<file path="config.mk">
export PLATFORM = sky130hd
export DESIGN_NAME = benes_cfg_loader_flat
export DESIGN_NICKNAME = d
export VERILOG_FILES = /design/src/rtl/benes_cfg_loader_if.sv /design/src/rtl/benes_cfg_loader.sv /design/src/flat_wrapper.sv
export SDC_FILE = /design/constraint.sdc
export NUM_CORES = 1
export LEC_CHECK = 0
export ABC_AREA = 1
export CAP_MARGIN = 20
export CORE_UTILIZATION = 45
export DETAILED_ROUTE_END_ITERATION = 10
export DONT_BUFFER_PORTS = 1
export GPL_TIMING_DRIVEN = 0
export SYNTH_ARGS = -nofsm -noshare
export SYNTH_HDL_FRONTEND = slang
export SYNTH_SLANG_ARGS = --single-unit
</file>
<file path="constraint.sdc">
create_clock -name clk -period 1.96 [get_ports clk]
set_clock_uncertainty 0.2 [all_clocks]
set_input_delay 0.49 -clock clk [delete_from_list [all_inputs] [get_ports clk]]
set_output_delay 0.49 -clock clk [all_outputs]
set_load 0.05 [all_outputs]
</file>
<file path="src/rtl/benes_cfg_loader_if.sv">
// Host-side configuration stream for benes_cfg_loader: one word per valid/ready transfer,
// with cfg_last framing the final word of a full-fabric configuration.
interface benes_cfg_loader_if #(
    parameter int WORD_W = 16
);
    logic              cfg_valid;
    logic              cfg_ready;
    logic [WORD_W-1:0] cfg_data;
    logic              cfg_last;

    modport master (output cfg_valid, output cfg_data, output cfg_last, input cfg_ready);
    modport slave  (input cfg_valid, input cfg_data, input cfg_last, output cfg_ready);
endinterface

</file>
<file path="src/rtl/benes_cfg_loader.sv">
// Double-buffered switch-setting loader for an N_PORTS Benes fabric.
// Optional feature macro: BENES_CFG_AUTO_COMMIT_EN (a correctly framed last word commits itself).
module benes_cfg_loader #(
    parameter int N_PORTS = 32,
    parameter int WORD_W  = 16,
    localparam int LOG2N      = $clog2(N_PORTS),
    localparam int STAGES     = 2 * LOG2N - 1,
    localparam int SW_PER_STG = N_PORTS / 2,
    localparam int CFG_BITS   = STAGES * SW_PER_STG
) (
    input  logic                 clk,
    input  logic                 rst,
    benes_cfg_loader_if.slave    cfg,
    input  logic                 commit,
    output logic [CFG_BITS-1:0]  switch_set,
    output logic                 cfg_full,
    output logic                 cfg_err
);
    localparam int N_WORDS  = (CFG_BITS + WORD_W - 1) / WORD_W;
    localparam int PAD_BITS = N_WORDS * WORD_W;
    localparam int CNT_W    = (N_WORDS > 1) ? $clog2(N_WORDS) : 1;
    localparam logic [CNT_W-1:0] LAST_IDX = CNT_W'(N_WORDS - 1);

`ifdef BENES_CFG_AUTO_COMMIT_EN
    localparam bit AUTO_COMMIT = 1'b1;
`else
    localparam bit AUTO_COMMIT = 1'b0;
`endif

    typedef enum logic [1:0] {IDLE, LOAD, FULL} state_t;

    state_t                           state;
    state_t                           state_next;
    logic [CNT_W-1:0]                 word_cnt;
    logic [CNT_W-1:0]                 word_cnt_next;
    logic [N_WORDS-1:0][WORD_W-1:0]   shadow;
    logic [N_WORDS-1:0][WORD_W-1:0]   shadow_next;
    logic [PAD_BITS-1:0]              shadow_flat;
    logic                             load_active;
    logic                             err_set;
    logic                             xfer;
    logic                             is_final;

    // Ready is gated by rst so the host sees no acceptance during the reset cycle itself.
    assign cfg.cfg_ready = !rst && (state != FULL);
    assign cfg_full      = (state == FULL);
    assign xfer          = cfg.cfg_valid && cfg.cfg_ready;
    assign is_final      = (word_cnt == LAST_IDX);
    assign shadow_flat   = shadow_next;

    always_ff @(posedge clk) begin
        if (rst) begin
            state <= IDLE;
        end else begin
            state <= state_next;
        end
    end

    // Framing: cfg_last must coincide with the last word index; any mismatch drops the frame.
    always_comb begin
        state_next    = state;
        word_cnt_next = word_cnt;
        shadow_next   = shadow;
        load_active   = 1'b0;
        err_set       = 1'b0;
        case (state)
            IDLE, LOAD: begin
                if (xfer) begin
                    shadow_next[word_cnt] = cfg.cfg_data;
                    if (cfg.cfg_last != is_final) begin
                        err_set       = 1'b1;
                        word_cnt_next = '0;
                        state_next    = IDLE;
                    end else if (is_final) begin
                        word_cnt_next = '0;
                        if (AUTO_COMMIT) begin
                            load_active = 1'b1;
                            state_next  = IDLE;
                        end else begin
                            state_next  = FULL;
                        end
                    end else begin
                        word_cnt_next = word_cnt + 1'b1;
                        state_next    = LOAD;
                    end
                end
            end
            FULL: begin
                if (commit && !AUTO_COMMIT) begin
                    load_active = 1'b1;
                    state_next  = IDLE;
                end
            end
            default: state_next = IDLE;
        endcase
    end

    always_ff @(posedge clk) begin
        if (rst) begin
            word_cnt   <= '0;
            shadow     <= '0;
            switch_set <= '0;
            cfg_err    <= 1'b0;
        end else begin
            word_cnt <= word_cnt_next;
            shadow   <= shadow_next;
            if (load_active) begin
                switch_set <= shadow_flat[CFG_BITS-1:0];
            end
            if (err_set) begin
                cfg_err <= 1'b1;
            end
        end
    end
endmodule

</file>
<file path="src/flat_wrapper.sv">
// flat-port wrapper written by rule: the top's interface ports become plain ports
module benes_cfg_loader_flat 
#(
    parameter int N_PORTS = 32,
    parameter int WORD_W  = 16,
    localparam int LOG2N      = $clog2(N_PORTS),
    localparam int STAGES     = 2 * LOG2N - 1,
    localparam int SW_PER_STG = N_PORTS / 2,
    localparam int CFG_BITS   = STAGES * SW_PER_STG
)
  (clk, rst, commit, switch_set, cfg_full, cfg_err, cfg_cfg_valid, cfg_cfg_data, cfg_cfg_last, cfg_cfg_ready);
  benes_cfg_loader_if #(.WORD_W(WORD_W)) cfg_i ();
  input  logic clk;
  input  logic rst;
  input  logic commit;
  output logic [CFG_BITS-1:0] switch_set;
  output logic cfg_full;
  output logic cfg_err;
  input wire logic [$bits(cfg_i.cfg_valid)-1:0] cfg_cfg_valid;
  input wire logic [$bits(cfg_i.cfg_data)-1:0] cfg_cfg_data;
  input wire logic [$bits(cfg_i.cfg_last)-1:0] cfg_cfg_last;
  output wire logic [$bits(cfg_i.cfg_ready)-1:0] cfg_cfg_ready;
  assign cfg_i.cfg_valid = cfg_cfg_valid;
  assign cfg_i.cfg_data = cfg_cfg_data;
  assign cfg_i.cfg_last = cfg_cfg_last;
  assign cfg_cfg_ready = cfg_i.cfg_ready;
  benes_cfg_loader #(.N_PORTS(N_PORTS), .WORD_W(WORD_W)) u_core (.clk(clk), .rst(rst), .cfg(cfg_i), .commit(commit), .switch_set(switch_set), .cfg_full(cfg_full), .cfg_err(cfg_err));
endmodule
</file>
==> flow_summary.toml, run 1 <==
[status]
status = "complete, but fails checks"
violations = "setup timing"

[timing]
finalHoldViolCount = 0
fin_ws_ns = -0.0293
setup_viol = 2
timing.final.crit_share = 1.01
max-slew-margin-rel = 0.498
period_minus_slack_ns = 1.99
slew_violations = 0
rsz0062_at_grt = "true"
tightest_slew_ns = 0.748
max_freq_ghz = 0.503
tns_ns = -0.0474

[critical_path]
path_max_fanout = 2
slowest_delay_ns = 0.32
worstSetupPathType = "reg2out"
critPathLaunchType = "register"
cp_slowest_cell = "dfxtp_2"
end_kind = "output port"
worst_path_most_repeated_cell = "nand2_2"
cp_cell_sequence = "inv_2 -> nand2_2 -> nand2_2 -> clkinvlp_4"
crit_arrival_ns = 1.30
required_ns = 1.27

[finish]
final_core_util = 0.531
final_cells = 2068
fin_nets = 1740
drive_gt1_frac = 0.0811
fillers = 2530
diodes = 0
syn_to_final_growth_pct = 14.5

[die]
io-pin-count = 168
dieWidth_um = 164
chipHeight_um = 164
start_util = 0.464
core-area_um2 = 25500
num_rows = 58
die_area_um2 = 26900

[synthesis]
synth-simple-area-share = 0.331
synth-seq-cells = 295
ys.flop_type = "dfxtp_1"
synth_compound_area_frac = 0.0635
synth.top_cell.area_share = 0.499
synth_fp_nets = 1699
yosys.area.top_type = "dfxtp_1"
synthesis.area_um2 = 11800
yosys-top-cells-area = "dfxtp_1 (50%), nand2_1 (19%), nand4_1 (7.6%)"
synthCells = 1673
synthMostInstantiatedCell = "nand2_1"
synthArstFlopShare = 0
muxShareOfSynthArea = 0
synth_xor_area_frac = 0.000741
synth_top_family_by_area = "simple AND/OR/NAND/NOR gates"
synth_fa_ha_area_frac = 0.00529
synth_edf_count = 0
ys_seq_area_frac = 0.499
yosysWarnings = 0
synthTopCellsByCount = "nand2_1 (598), dfxtp_1 (295), inv_1 (160), nor2_1 (158), a21oi_1 (146)"
syn_avg_cell_area_um2 = 7.07
ys_types = 22

[drt]
wl_met2_um = 15000
top_layer_used = "met4"
wl_per_cell_um = 16.2
wl_met1_um = 15400
ant_nets = 0
met3WireLength_um = 2260
drcViolationCount = 0
finalWirelength_um = 33400
dr.pass1.iters = 6
vias = 10400
drt_iter0_drc = 653
drt-vias-per-instance = 5.04

[placement]
dpl.cell_count = 2003
dp_slack_ns = -0.589
gp_congestion = 0.830
dpl.hpwl_um = 21900
io_buffers = 0

[clock_tree]
clk_pin_slew_worst_paths_ns = 0.05
cts_made_buffers = 34
root_buffer = "clkbuf_16"
cts_max_level = 2
cts_buffer_depth = 3
cts_tree = "done"
clock-sinks = 295
clk_latency_ns = 0.50

[grt]
grt_pass1_vias = 9664
antenna_found_initial = 0
grt_usage = 0.251
grt_overflow = 0
grt_max_degree = 14
grt_pass1_wl_um = 52100

[pwr]
finalPower_uw = 12900
leakage_uw = 0.00536
power.density_nw_per_um2 = 953
vdd_ir_drop_max_mv = 0.901

[job]
cap_viol_max_count = 0

[min_path]
min_path_type = "in2reg"
## path summary, 6_finish.rpt
kind                            from                     end  slack, ns  depth (start not counted)
setup reg to reg     u_core.state[0]  u_core.switch_set[115]       0.07                          6
setup / recovery     u_core.state[0]           cfg_cfg_ready      -0.03                          4
hold / removal         cfg_cfg_valid         u_core.state[0]       0.05                          4
hold reg to reg   u_core.shadow[123]  u_core.switch_set[123]       0.29                          2
## layer usage
layer  vias up  GRT usage
met2       286      0.395
li1       5341          -
met4         0     0.0749
met1      4738      0.348
met3        51     0.0472
met5         -          0
## cells by family after synthesis
logic type,after synthesis
DFF,295
adders and majority gates,5
xor gates and xnor gates,1
AOI/OAI and AO/OA,150
buffers and inverters,296
and+or+nand+nor,926
## placed cells by master, fill, tap and decap left out, types with 6 or more instances in the layout
cell type / count
clkbuf_16: 37
clkbuf_2: 9
buf_4: 11
clkinv_2: 8
nand3_1: 7
inv_2: 6
nand4_1: 144
nand2_1: 594
nand2_2: 10
inv_1: 156
dfxtp_1: 292
buf_2: 24
clkbuf_8: 6
clkbuf_1: 70
nor2_4: 9
clkinv_1: 16
a21oi_1: 146
nor2_1: 157
## registers in the layout (all words and copies together) (netlist names)
| signal | flops |
|---|---|
| u_core.state | 2 |
| u_core.cfg_err | 1 |
| u_core.word_cnt | 4 |
| u_core.shadow | 144 |
| u_core.switch_set | 144 |
## timing repair
action	in CTS	in global routing
setup buffers	3	0
pin swaps	2	4
resized for setup	24	27
endpoints found under the hold margin	3	0
hold buffers	3	0
setup endpoints to repair	146	157
## where the power goes
group / total (µW) / switching (µW) / internal [µW]
registers: 6090 / 39.7 / 6050
logic: 598 / 472 / 126
clock network: 6220 / 2430 / 3790
## area by class of cell
cell class,count,area [µm²],area share
Clock inverter,10,77.6,0.00573
Sequential cell,295,5910,0.437
Inverter,180,683,0.0505
Timing Repair Buffer,6,65.1,0.00481
Tap cell,330,413,0.0305
Buffer,115,548,0.0405
Clock buffer,50,1030,0.0764
Multi-Input combinational cell,1082,4810,0.355
## metrics by stage
stage	area [µm²]	hold WS, ns
5_1_grt	13500	0.0858
4_1_cts	13500	0.0267
3_5_place_dp	12200	0.285
2_1_floorplan	11800	0.255
3_3_place_gp	12200	0.275
6_report	13500	0.0488
## critical path: cells and delay by family, from the launching register on
kind / cells / cell delay (ns)
buf+inv: 2 / 0.31
flops: 1 / 0.32
simple gates: 2 / 0.17
Power figures use the tool's default switching activity.
==> run 2: changes to the inputs <==
--- a/config.mk
+++ b/config.mk
@@ -6,7 +6,7 @@
 export NUM_CORES = 1
 export LEC_CHECK = 0
 export ABC_AREA = 1
-export CAP_MARGIN = 20
+export CORE_MARGIN = 2
 export CORE_UTILIZATION = 45
 export DETAILED_ROUTE_END_ITERATION = 10
 export DONT_BUFFER_PORTS = 1
==> constraint.sdc (replaced) <==
create_clock -name clk -period 1.96 [get_ports clk]
set_clock_uncertainty 0.2 [all_clocks]
set_input_delay 0.294 -clock clk [delete_from_list [all_inputs] [get_ports clk]]
set_output_delay 0.294 -clock clk [all_outputs]
set_load 0.05 [all_outputs]
==> run 2 against run 1 <==
  * The run now ends clean
  * Sequential power barely moved
  * Combinational power barely moved
  * Die area rose by 2.5%
  * Critical endpoint unchanged
==> flow_summary.toml, run 2 (same netlist as run 1, synthesis figures left out) <==
[clock_tree]
cts_max_level = 1
root_buffer = "clkbuf_16"
clock-sinks = 295
clk_latency_ns = 0.56
cts_tree = "done"
clk_pin_slew_worst_paths_ns = 0.06
cts_buffer_depth = 3
cts_made_buffers = 31

[die]
dieWidth_um = 166
chipHeight_um = 166
io-pin-count = 168
die_area_um2 = 27600
start_util = 0.456
core-area_um2 = 25900
num_rows = 59

[pwr]
netSwitchingPower_uw = 2920
leakage_uw = 0.00540
pwr-share-seq = 0.475
comb_power_share = 0.047
p_clk_frac = 0.478
vdd_ir_drop_max_mv = 0.701
power.density_nw_per_um2 = 942
switching_share = 0.228
internal_power_uw = 9890

[critical_path]
slowest_delay_ns = 0.62
cp_num_buf_inv = 3
cp_slowest_cell = "dlygate4sd3_1"
r2r-start = "u_core.state[0]"
cpLargestDelayFamily = "buffers and inverters"
crit_start = "rst"
crit_arrival_ns = 1.40
critPathLaunchType = "input port"
required_ns = 1.47
path_max_fanout = 3
worstSetupPathType = "in2out"
cp_cell_sequence = "dlygate4sd3_1 -> inv_1 -> nand2_2 -> clkinvlp_4"
end_kind = "output port"

[min_path]
min_from = "cfg_cfg_data[2]"
min_path_type = "in2reg"

[finish]
fillers = 2525
reg_top3 = "u_core.shadow x144, u_core.switch_set x144, u_core.word_cnt x4"
diodes = 0
final_cell_mix = "nand2_1 (594), dfxtp_1 (292), inv_1 (158), nor2_1 (157), a21oi_1 (145)"
final_area_um2 = 13600
final_cells = 2076
drive_gt1_frac = 0.0850
fin_nets = 1743
final_common_cell = "nand2_1"
syn_to_final_growth_pct = 15.0

[timing]
setup_viol = 0
timing.final.crit_share = 0.969
max-slew-margin-rel = 0.504
whs_ns = 0.0140
fin_ws_ns = 0.0615
period_minus_slack_ns = 1.90
finalHoldViolCount = 0
slew_violations = 0
max_freq_ghz = 0.527
rsz0062_at_grt = "true"
tightest_slew_ns = 0.740

[drt]
drt-vias-per-instance = 4.99
dr.pass1.iters = 5
vias = 10400
wl_per_cell_um = 16.1
finalWirelength_um = 33400
drt_iter0_drc = 649
ant_nets = 0
drcViolationCount = 0

[status]
status = "completed"

[grt]
grt_pass1_vias = 9504
grt_usage = 0.234
grt_pass1_wl_um = 52000
antenna_found_initial = 0
grt_max_degree = 16
grt_overflow = 0

[placement]
dp_slack_ns = -0.639
placement.cell_area_um2 = 12200
io_buffers = 0
dpl.hpwl_um = 21800
gp_congestion = 0.846
dpl.cell_count = 2008

[job]
cap_viol_max_count = 0
run 2: layer usage:
layer | global-route usage | vias up | share of wire
li1 | - | 5346 | -
met4 | 0.0439 | 0 | 0.013
met5 | 0 | - | 0
met3 | 0.0450 | 39 | 0.064
met1 | 0.327 | 4689 | 0.47
met2 | 0.381 | 278 | 0.46
run 2: final timing paths:
kind	endpoint	slack (ns)	cells past startpoint
hold / removal	u_core.shadow[82]	0.01	4
hold reg to reg	u_core.state[0]	0.27	2
setup / recovery	cfg_cfg_ready	0.06	4
setup reg to reg	u_core.switch_set[124]	0.12	8
run 2: final cells by class:
cell class	instances	area [µm²]	share of cell area
sequential	295	5910	0.434
multi-input combinational	1082	4800	0.353
clock buffer	42	897	0.0660
inverter	180	683	0.0502
buffer	114	581	0.0427
tap	335	419	0.0308
clock inverter	15	184	0.0135
timing repair buffer	13	125	0.00920
run 2: timing repair:
item | in CTS | in global routing
endpoints found under the setup margin | 145 | 216
gates resized for setup | 24 | 53
hold endpoints to repair | 68 | 0
pin swaps | 1 | 3
setup buffers | 2 | 5
hold buffers | 6 | 0
run 2: through the flow:
stage	power (µW)	utilization	TNS [ns]
after floorplan	6590	-	0
after global placement	6780	0.473	-62.32
after detailed placement	6790	0.473	-71.13
after CTS	12900	0.520	0
after global routing	13200	0.525	-0.00519
final	12800	0.525	0
run 2: tightest hold or removal path, cell delays in order:
cell and delay [ns]:
clkinv_1 0.25, nand2_1 0.09, nand2_1 0.05, nor2_1 0.03
run 2: power groups by stage:
| stage | registers [µW] | clock network (µW) | logic (µW) |
|---|---|---|---|
| 2_1_floorplan | 6210 | 0 | 381 |
| 3_3_place_gp | 6220 | 0 | 565 |
| 3_5_place_dp | 6220 | 0 | 572 |
| 4_1_cts | 6090 | 6240 | 593 |
| 5_1_grt | 6090 | 6490 | 665 |
| 6_report | 6090 | 6130 | 600 |
==> run 3: changes to the inputs <==
==> constraint.sdc (replaced) <==
create_clock -name clk -period 2.25 [get_ports clk]
set_clock_uncertainty 0.2 [all_clocks]
set_input_delay 0.3375 -clock clk [delete_from_list [all_inputs] [get_ports clk]]
set_output_delay 0.3375 -clock clk [all_outputs]
set_load 0.05 [all_outputs]
==> run 3 against run 2 <==
  * Critical path depth is 5 higher
  * Core utilization is 0.76 points lower
  * Die area is the same
  * Non-clock buffer count is 8 lower
  * Combinational power shrank 15%
  * Clock power decreased by 13%
  * Worst setup slack improved by 0.081 ns
  * Via count is 0.31% lower
  * First-iteration DRC count is 8.9% lower
  * Wire length fell by 0.51%
  * Critical path type is now reg2reg
  * Critical endpoint is now u_core.state[0]
==> flow_summary.toml, run 3 (same netlist as run 1, synthesis figures left out) <==
[status]
status = "completed"

[clock_tree]
cts_max_level = 1
clk_pin_slew_worst_paths_ns = 0.06
clock-sinks = 295
postCtsSetupRepairBufs = 0
clk_latency_ns = 0.56
cts_tree = "done"
cts_buffer_depth = 3
cts_made_buffers = 31
root_buffer = "clkbuf_16"

[die]
num_rows = 59
io-pin-count = 168
core-area_um2 = 25900
dieWidth_um = 166
start_util = 0.456
chipHeight_um = 166
die_area_um2 = 27600

[pwr]
vdd_ir_drop_max_mv = 0.609
netSwitchingPower_uw = 2550
comb_power_share = 0.046
internal_power_uw = 8610
power.density_nw_per_um2 = 833
p_clk_frac = 0.479
leakage_uw = 0.00530
pwr-share-seq = 0.475
switching_share = 0.228
finalPower_uw = 11200

[timing]
max-slew-margin-rel = 0.510
tightest_slew_ns = 0.730
period_minus_slack_ns = 2.11
rsz0062_at_grt = "false"
slew_violations = 0
finalHoldViolCount = 0
timing.final.crit_share = 0.937
setup_viol = 0
max_freq_ghz = 0.474
whs_ns = 0.00243

[critical_path]
end_kind = "register"
path_max_fanout = 5
critPathLaunchType = "register"
r2r-start = "u_core.word_cnt[0]"
worstSetupPathType = "reg2reg"
worstReg2RegEnd = "u_core.state[0]"
required_ns = 2.50
r2r_cells = 9
crit_arrival_ns = 2.36
rrSetupSlack_ns = 0.14

[grt]
grt_pass1_wl_um = 51900
grt_overflow = 0
antenna_found_initial = 0
grt_pass1_vias = 9500
grt_usage = 0.233
grt_max_degree = 19

[drt]
drt-vias-per-instance = 4.99
drcViolationCount = 0
dr.pass1.iters = 6
wl_per_cell_um = 16.0
drt_iter0_drc = 591
ant_nets = 0
finalWirelength_um = 33200
vias = 10300

[placement]
gp_congestion = 0.846
dpl.hpwl_um = 21800
io_buffers = 0
placement.cell_area_um2 = 12200

[finish]
syn_to_final_growth_pct = 13.3
final_common_cell = "nand2_1"
diodes = 0
final_core_util = 0.517
final_area_um2 = 13400
final_cell_mix = "nand2_1 (597), dfxtp_1 (295), inv_1 (159), nor2_1 (158), a21oi_1 (146)"
drive_gt1_frac = 0.0716
reg_top3 = "u_core.shadow x144, u_core.switch_set x144, u_core.word_cnt x4"
fin_nets = 1735

[min_path]
min_path_type = "in2reg"
hold-path-cell-count = 4
min_to = "u_core.shadow[47]"
min_from = "cfg_cfg_data[15]"

[job]
cap_viol_max_count = 0
run 3: changes by cell type in the layout (fill, tap and decap cells not counted), sizes merged:
cell	previous run	this run
dlygate4sd3	6	5
clkbuf	111	115
buf	52	41
clkinvlp	4	3
inv	163	164
run 3: metal layers:
metal  vias to the layer above  wire (µm)  global-route usage
met1                      4678      15400               0.325
li1                       5326          -                   -
met4                         0        490              0.0446
met5                         -          0                   0
met3                        40       2180              0.0453
met2                       276      15100               0.380
run 3: through the flow:
step / setup WS (ns) / instances / setup TNS, ns
after global placement: -0.291 / 2008 / -18.99
final: 0.142 / 2068 / 0
after global routing: 0.0153 / 2068 / 0
after detailed placement: -0.349 / 2008 / -27.81
after CTS: 0.0277 / 2069 / 0
after floorplan: 0.459 / 1673 / 0
run 3: power groups by stage:
stage | registers (µW) | clock network (µW) | logic (µW)
after floorplan | 5410 | 0 | 332
after global placement | 5420 | 0 | 492
after detailed placement | 5420 | 0 | 498
after CTS | 5300 | 5440 | 512
after global routing | 5310 | 5650 | 570
final | 5300 | 5340 | 512
run 3: layout make-up:
type                       count  area (µm²)
buffer                       114         509
clock buffer                  42         897
clock inverter                15         184
fill                        2532       12500
inverter                     180         679
multi-input combinational   1082        4760
sequential                   295        5910
tap                          335         419
timing repair buffer           5        50.0
run 3: worst max path at each step:
stage / start / endpoint / slack (ns)
after floorplan: u_core.state[1] / u_core.switch_set[137] / 0.46
after CTS: u_core.state[0] / u_core.state[0] / 0.03
after detailed placement: u_core.state[1] / u_core.switch_set[137] / -0.35
final: u_core.word_cnt[0] / u_core.state[0] / 0.14
after global routing: u_core.state[0] / u_core.state[0] / 0.02
after global placement: u_core.state[1] / u_core.switch_set[138] / -0.29
run 3: timing repair:
item                                    4_1_cts  5_1_grt
hold buffers                                  5        0
gates resized for setup                       4       17
endpoints found under the setup margin      144       48
endpoints found under the hold margin        12        0
run 3: worst max-delay path: stages (launching register included):
cell	delay [ns]
dfxtp_1	0.36
inv_1	0.10
ha_2	0.22
nand3_1	0.16
ha_1	0.22
nand2_1	0.06
nand2_1	0.05
nand2_1	0.05
dlygate4sd3_1	0.54
nor2_1	0.04
